===== src/rtl/imm_synth.sv =====
// imm_synth: turns a 32-bit constant plus destination register into the shortest
// MIPS load sequence (ori | addiu | lui | lui+ori), one word per cycle on a valid/ready stream.
module imm_synth #(
  parameter int unsigned USE_ADDIU = 1,
  parameter int unsigned CNT_W     = 16
) (
  input  logic             clk,
  input  logic             reset,
  input  logic             in_valid,
  output logic             in_ready,
  input  logic [31:0]      in_value,
  input  logic [4:0]       in_rt,
  output logic             out_valid,
  input  logic             out_ready,
  output logic [31:0]      out_ins,
  output logic             out_last,
  output logic [CNT_W-1:0] emit_cnt
);

  localparam logic [5:0] OP_ORI   = 6'b001101;
  localparam logic [5:0] OP_ADDIU = 6'b001001;
  localparam logic [5:0] OP_LUI   = 6'b001111;

  typedef enum logic [1:0] {
    IDLE  = 2'd0,
    EMIT1 = 2'd1,
    EMIT2 = 2'd2
  } state_t;

  state_t      r_state;
  logic [31:0] r_second;

  logic [15:0] w_hi;
  logic [15:0] w_lo;
  logic [31:0] w_first;
  logic [31:0] w_second;
  logic        w_single;

  assign w_hi = in_value[31:16];
  assign w_lo = in_value[15:0];

  // Classification of the incoming constant; only consumed on the accept cycle.
  always_comb begin
    // NOTE: every output of this block gets a default first so no latch is inferred.
    w_first  = {OP_ORI, 5'd0, in_rt, w_lo};
    w_second = {OP_ORI, in_rt, in_rt, w_lo};
    w_single = 1'b1;
    if (w_hi == 16'h0000) begin
      w_first = {OP_ORI, 5'd0, in_rt, w_lo};
    end else if ((USE_ADDIU != 0) && (w_hi == 16'hFFFF) && w_lo[15]) begin
      w_first = {OP_ADDIU, 5'd0, in_rt, w_lo};
    end else if (w_lo == 16'h0000) begin
      w_first = {OP_LUI, 5'd0, in_rt, w_hi};
    end else begin
      w_first  = {OP_LUI, 5'd0, in_rt, w_hi};
      w_single = 1'b0;
    end
  end

  // NOTE: all state and registered outputs use non-blocking assignments so every
  // update in this block sees the pre-edge values.
  always_ff @(posedge clk) begin
    if (reset) begin
      r_state   <= IDLE;
      r_second  <= '0;
      in_ready  <= 1'b1;
      out_valid <= 1'b0;
      out_last  <= 1'b0;
      out_ins   <= '0;
      emit_cnt  <= '0;
    end else begin
      case (r_state)
        IDLE: begin
          if (in_valid && in_ready) begin
            out_ins   <= w_first;
            out_last  <= w_single;
            out_valid <= 1'b1;
            in_ready  <= 1'b0;
            r_second  <= w_second;
            r_state   <= EMIT1;
          end
        end
        EMIT1: begin
          if (out_ready) begin
            emit_cnt <= emit_cnt + CNT_W'(1);
            if (out_last) begin
              out_valid <= 1'b0;
              out_last  <= 1'b0;
              in_ready  <= 1'b1;
              r_state   <= IDLE;
            end else begin
              out_ins  <= r_second;
              out_last <= 1'b1;
              r_state  <= EMIT2;
            end
          end
        end
        EMIT2: begin
          if (out_ready) begin
            emit_cnt  <= emit_cnt + CNT_W'(1);
            out_valid <= 1'b0;
            out_last  <= 1'b0;
            in_ready  <= 1'b1;
            r_state   <= IDLE;
          end
        end
        default: begin
          out_valid <= 1'b0;
          out_last  <= 1'b0;
          in_ready  <= 1'b1;
          r_state   <= IDLE;
        end
      endcase
    end
  end

endmodule


===== config.mk =====
export PLATFORM = sky130hd
export DESIGN_NAME = imm_synth
export DESIGN_NICKNAME = d
export VERILOG_FILES = /design/src/rtl/imm_synth.sv
export SDC_FILE = /design/constraint.sdc
export NUM_CORES = 1
export LEC_CHECK = 0
export CORE_ASPECT_RATIO = 1.25
export CORE_UTILIZATION = 38
export DETAILED_ROUTE_END_ITERATION = 10
export GPL_ROUTABILITY_DRIVEN = 0
export PLACE_DENSITY = 0.73
export SETUP_SLACK_MARGIN = 0.5
export SYNTH_ARGS = -nofsm -noshare
export SYNTH_HDL_FRONTEND = slang
export SYNTH_SLANG_ARGS = --single-unit

===== constraint.sdc =====
create_clock -name clk -period 2.3 [get_ports clk]
set_input_delay 0.345 -clock clk [delete_from_list [all_inputs] [get_ports clk]]
set_output_delay 0.345 -clock clk [all_outputs]
set_load 0.01 [all_outputs]

==> impl_metrics.env, run 1 <==
export IMPL_status="complete, no violations"
export IMPL_min_path_cells=2
export IMPL_ys_types=44
export IMPL_ys_flop_type="dfxtp_1"
export IMPL_io_pins=92
export IMPL_htreeDepth=3
export IMPL_rsz0062_at_grt="yes"
export IMPL_vias_per_cell=5.53
export IMPL_drtIter0Drc=182
export IMPL_ctsRootBufferMaster="clkbuf_8"
export IMPL_initial_core_util_pct=39.7
export IMPL_post_route_min_period_ns=1.78
export IMPL_clock_sinks=72
export IMPL_insertion_delay_ns=0.35
export IMPL_finalHoldViolations=0
export IMPL_finalSetupTns_ns=0
export IMPL_routedWlPerCell_microns=16.2
export IMPL_synth_edf_count=0
export IMPL_top_layer="met4"
export IMPL_layout_drive_gt1_share_pct=14.1
export IMPL_vias=3292
export IMPL_synth_cell_area_sq_mm=0.00331
export IMPL_p_per_area_mw_per_mm2=1030
export IMPL_firstDrtPassIters=4
export IMPL_area_growth_pct=45.2
export IMPL_grt_ovfl_total=0
export IMPL_wl_mm=9.62
export IMPL_end_kind="flip-flop"
export IMPL_placed_cell_area_sq_mm=0.00438
export IMPL_clk_pin_slew_ns=0.08
export IMPL_p_leak_nw=1.94
export IMPL_die_area_sq_mm=0.00909
export IMPL_num_nets_final=538
export IMPL_critPathRequiredTime_ns=2.58
export IMPL_syn_avg_cell_area_sq_um=8.29
export IMPL_io_buffers=89
export IMPL_grt_pass1_vias=3203
export IMPL_cp_arrival_ns=2.05
export IMPL_criticalPathCategory="primary input to flip-flop"
export IMPL_gr_usage_all_layers_pct=21.6
export IMPL_cts_tree="done"
export IMPL_crit_fanout=5
export IMPL_fill_cells=738
export IMPL_fin_area_sq_mm=0.00480
export IMPL_fin_crit_sh_pct=77.2
export IMPL_power_total_mw=4.95
export IMPL_dr_wl_met2_mm=5.05
export IMPL_start_kind="primary input"
export IMPL_dp_hpwl_mm=6.46
export IMPL_min_path_type="primary input to flip-flop"
export IMPL_clk_path_buf_depth=2
export IMPL_ys_ff_latch=72
export IMPL_wl_met1_mm=3.93
export IMPL_wl_met3_microns=551
export IMPL_n_antenna_cell=0
export IMPL_die_h_microns=106
export IMPL_die_x_microns=85.5
export IMPL_syn_inst=399
export IMPL_fmax_mhz=563
export IMPL_ys_seq_area_share_pct=43.6
export IMPL_postSynth_asyncResetShare_pct=0
export IMPL_antenna_found_initial=0
export IMPL_grt_start_max_net_pins=38
export IMPL_maxCapViolations=0
export IMPL_grt_pass1_wl_mm=15.4
export IMPL_row_count=37
export IMPL_setup_violations_final=0
export IMPL_maxSlewViolCount=0
export IMPL_cts_made_buffers=9
export IMPL_coreArea_sq_mm=0.00833
export IMPL_worstRegToRegCells=7
export IMPL_antenna_left=0
export IMPL_fin_skew_ns=0.00803
export IMPL_route_detailed_drc=0
export IMPL_yosysWarnings=0
export IMPL_irDropWorstVdd_mv=0.562
-- state kept, by name, indices dropped and copies added (netlist names) --
signal,count
out_last,1
r_state,2
r_second,22
emit_cnt,16
in_ready,1
out_valid,1
out_ins,29
-- cells in the final DEF, fill, tap and decap left out, drive strengths merged, types with 4 or more instances in the layout --
master and n:
ha 4, inv 11, o21ai 17, xnor2 6, nand4 7, xor2 6
nand3 13, nor4 13, and3 15, o22ai 15, a21oi 49, clkbuf 12
nand2 58, buf 24, dlymetal6s2s 13, nor2 30, mux2i 20, dfxtp 72
clkdlybuf4s50 74, a211oi 9
-- cells in the mapped netlist (2+ instances only) --
library cell	count	area, sq um
buf_1	4	15.0
buf_2	5	25.0
nand4_1	6	37.5
a211oi_1	8	60.1
clkbuf_1	18	67.6
nor2_1	30	113
buf_4	3	22.5
and3_1	15	93.8
and4_1	3	26.3
ha_1	4	50.1
o22ai_1	15	93.8
o21ai_0	16	80.1
nand3_1	13	65.1
nand2_1	58	218
xnor2_1	6	52.6
a211o_1	2	17.5
mux2i_1	20	200
xor2_1	6	52.6
inv_1	10	37.5
or3_1	3	18.8
nor4_1	12	75.1
dfxtp_1	72	1440
a21oi_1	49	245
-- power by group --
part | switching [mW] | leakage, nW | total (mW) | internal (mW)
combinational | 1.12 | 1.25 | 2.19 | 1.07
sequential | 0.191 | 0.589 | 1.71 | 1.52
clock | 0.485 | 0.103 | 1.05 | 0.563
total | 1.79 | 1.94 | 4.95 | 3.16
-- layout make-up --
cell class,instances,area (sq um),share of cell area (%)
Clock buffer,12,155,3.23
Clock inverter,4,51.3,1.07
Inverter,10,37.5,0.781
Multi-Input combinational cell,287,1820,37.8
Sequential cell,72,1450,30.1
Tap cell,97,121,2.53
Timing Repair Buffer,113,1170,24.5
-- path summary, 6_finish.rpt --
path	startpoint	slack [ns]	end
worst min register to register	r_second[3]$_SDFFE_PP0P_	0.45	r_second[3]$_SDFFE_PP0P_
worst max-delay path	in_value[29]	0.52	out_ins[15]$_SDFFE_PP0P_
worst max register to register	r_state[0]$_SDFFE_PP0P_	0.55	out_ins[20]$_SDFFE_PP0P_
worst min-delay path	reset	0.38	out_ins[24]$_SDFFE_PP0P_
-- worst max-delay path, cell delays in order --
cell	delay (ns)
clkdlybuf4s50_1	0.47
nor4_2	0.33
and4_4	0.29
a41oi_4	0.05
a221o_1	0.36
a211oi_2	0.20
-- layer usage --
metal	vias to the layer above	global-route usage, %
met4	0	8.45
met5	-	0
li1	1600	-
met1	1587	24.2
met2	96	38.1
met3	9	6.21
-- logic make-up after synthesis --
group	after synthesis	synth area share (%)
and+or+nand+nor	148	21.7
AOI/OAI and AO/OA	101	18.5
DFF	72	43.6
buffers and inverters	41	5.41
muxes	20	6.05
xor gates and xnor gates	12	3.18
adders and majority gates	4	1.51
other	1	0.113
-- metrics by stage --
step,hold WS (ns),setup WS [ns],util [%],std cells
2_1_floorplan,0.432,0.524,-,400
3_3_place_gp,0.437,0.139,52.5,575
3_5_place_dp,0.442,0.102,52.5,575
4_1_cts,0.380,0.462,56.2,595
5_1_grt,0.380,0.499,57.7,595
6_report,0.383,0.524,57.7,595
-- repair_timing --
action / in CTS / in global routing
hold buffers: 0 / 0
endpoints found under the setup margin: 22 / 37
pin swaps: 1 / 10
gates resized for setup: 14 / 34
buffers inserted: 3 / 0
gates cloned: 1 / 0
Power figures use the tool's default switching activity.
==> run 2: changes to the inputs <==
--- a/config.mk
+++ b/config.mk
@@ -9,7 +9,7 @@
 export CORE_UTILIZATION = 38
 export DETAILED_ROUTE_END_ITERATION = 10
 export GPL_ROUTABILITY_DRIVEN = 0
-export PLACE_DENSITY = 0.73
+export PLACE_DENSITY = 0.75
 export SETUP_SLACK_MARGIN = 0.5
 export SYNTH_ARGS = -nofsm -noshare
 export SYNTH_HDL_FRONTEND = slang
==> constraint.sdc (replaced) <==
create_clock -name clk -period 1.5 [get_ports clk]
set_input_delay 0.225 -clock clk [delete_from_list [all_inputs] [get_ports clk]]
set_output_delay 0.225 -clock clk [all_outputs]
set_load 0.01 [all_outputs]
==> impl_metrics.env, run 2 (synthesis gave the netlist of run 1 again) <==
export IMPL_grt_start_max_net_pins=27
export IMPL_grt_pass1_wl_mm=19.1
export IMPL_n_antenna_cell=0
export IMPL_place_ws_ns=-0.655
export IMPL_critical_path_startpoint="r_state[0]$_SDFFE_PP0P_"
export IMPL_largest_reg_flops=29
export IMPL_min_path_type="primary input to flip-flop"
export IMPL_irDropWorstVdd_mv=0.984
export IMPL_layout_cells_most_common="buf_6"
export IMPL_dp_hpwl_mm=7.11
export IMPL_cp_arrival_ns=1.98
export IMPL_p_per_area_mw_per_mm2=1580
export IMPL_cts_tree="done"
export IMPL_maxCapViolations=0
export IMPL_num_nets_final=635
export IMPL_setup_violations_final=45
export IMPL_routedWlPerCell_microns=19.0
export IMPL_critPathRequiredTime_ns=1.73
export IMPL_maxSlewViolCount=0
export IMPL_clock_sinks=72
export IMPL_hold_start="reset"
export IMPL_htreeDepth=3
export IMPL_placed_cell_area_sq_mm=0.00493
export IMPL_io_pins=92
export IMPL_die_area_sq_mm=0.00909
export IMPL_fin_crit_sh_pct=117
export IMPL_grt_pass1_vias=3916
export IMPL_cts_made_buffers=9
export IMPL_die_x_microns=85.5
export IMPL_area_growth_pct=92.2
export IMPL_rsz0062_at_grt="yes"
export IMPL_post_route_min_period_ns=1.76
export IMPL_criticalPathCategory="flip-flop to flip-flop"
export IMPL_setup_slack_ns=-0.259
export IMPL_reg2reg_from="r_state[0]$_SDFFE_PP0P_"
export IMPL_antenna_found_initial=0
export IMPL_coreArea_sq_mm=0.00833
export IMPL_crit_fanout=7
export IMPL_p_leak_nw=2.80
export IMPL_fin_skew_ns=0.00808
export IMPL_instances_no_fill=692
export IMPL_ctsRootBufferMaster="clkbuf_8"
export IMPL_antenna_left=0
export IMPL_insertion_delay_ns=0.36
export IMPL_vias_per_cell=5.59
export IMPL_end_kind="flip-flop"
export IMPL_die_h_microns=106
export IMPL_fin_area_sq_mm=0.00636
export IMPL_violations="setup timing"
export IMPL_final_cell_mix="buf_6, buf_4, dfxtp_2"
export IMPL_vias=3866
export IMPL_dp_cells=622
export IMPL_gr_usage_all_layers_pct=27.1
export IMPL_io_buffers=89
export IMPL_fmax_mhz=568
export IMPL_final_core_util_pct=76.3
export IMPL_drtIter0Drc=214
export IMPL_route_detailed_drc=0
export IMPL_layout_drive_gt1_share_pct=59.5
export IMPL_power_total_mw=10.0
export IMPL_grt_ovfl_total=0
export IMPL_clk_path_buf_depth=2
export IMPL_top_register="out_ins"
export IMPL_row_count=37
export IMPL_finalHoldViolations=0
export IMPL_cts_hold_buffers_added=0
export IMPL_wl_mm=13.1
export IMPL_initial_core_util_pct=39.7
export IMPL_top_regs="out_ins x29, r_second x22, emit_cnt x16"
export IMPL_firstDrtPassIters=4
export IMPL_status="complete, but fails checks"
export IMPL_start_kind="flip-flop"
export IMPL_clk_pin_slew_ns=0.07
-- run 2: cell types whose count changed in the layout (fill, tap and decap cells not counted), moves of 17 or more --
cell             before  now
dfxtp_1              70   22
nand2_4               0   17
dfxtp_2               1   38
a21oi_2               0   27
nand2_1              58   22
clkdlybuf4s50_1      74   22
a21oi_1              49   22
buf_4                17   77
buf_6                 2   79
nand2_2               0   19
-- run 2: path summary, 6_finish.rpt --
path | end | slack, ns | cells after the start
min reg2reg | r_second[5]$_SDFFE_PP0P_ | 0.46 | 2
max reg2reg | out_ins[6]$_SDFFE_PP0P_ | -0.26 | 9
max | out_ins[6]$_SDFFE_PP0P_ | -0.26 | 9
min | out_ins[22]$_SDFFE_PP0P_ | 0.11 | 2
-- run 2: final cells by class --
cell class                      count  area, sq um
Clock buffer                       12          145
Clock inverter                      4         20.0
Fill cell                         528         1970
Inverter                           10         40.0
Multi-Input combinational cell    287         2330
Sequential cell                    72         1530
Tap cell                           97          121
Timing Repair Buffer              210         2170
-- run 2: report_power, final --
| group | leakage (nW) | switching (mW) | internal, mW |
|---|---|---|---|
| Sequential | 0.613 | 0.393 | 2.40 |
| Clock | 0.0899 | 0.742 | 0.635 |
| Combinational | 2.09 | 2.68 | 3.17 |
-- run 2: metrics by stage --
stage	TNS, ns	hold WS [ns]
2_1_floorplan	-1.65	0.361
4_1_cts	-3.83	0.124
3_3_place_gp	-17.85	0.438
3_5_place_dp	-19.50	0.443
6_report	-4.93	0.110
5_1_grt	-8.37	0.122
-- run 2: repair_timing --
item                       4_1_cts  5_1_grt
pin swaps                       32       24
setup endpoints to repair      121      121
gates resized for setup        401       76
setup buffers                   29       18
cloned                           7        0
-- run 2: critical path, stage by stage, from the launching register on --
cell,delay [ns]
dfxtp_4,0.37
inv_4,0.06
ha_4,0.16
a21boi_4,0.24
a211oi_4,0.06
buf_4,0.14
buf_6,0.12
and3_4,0.18
a21oi_2,0.15
o22ai_1,0.13
-- run 2: layer usage --
layer | GRT usage, % | routed length (microns) | vias up
met2 | 49.4 | 7120 | 143
met1 | 28.7 | 4710 | 1872
met3 | 4.89 | 633 | 52
li1 | - | - | 1799
met4 | 16.1 | 649 | 0
met5 | 0 | 0 | -
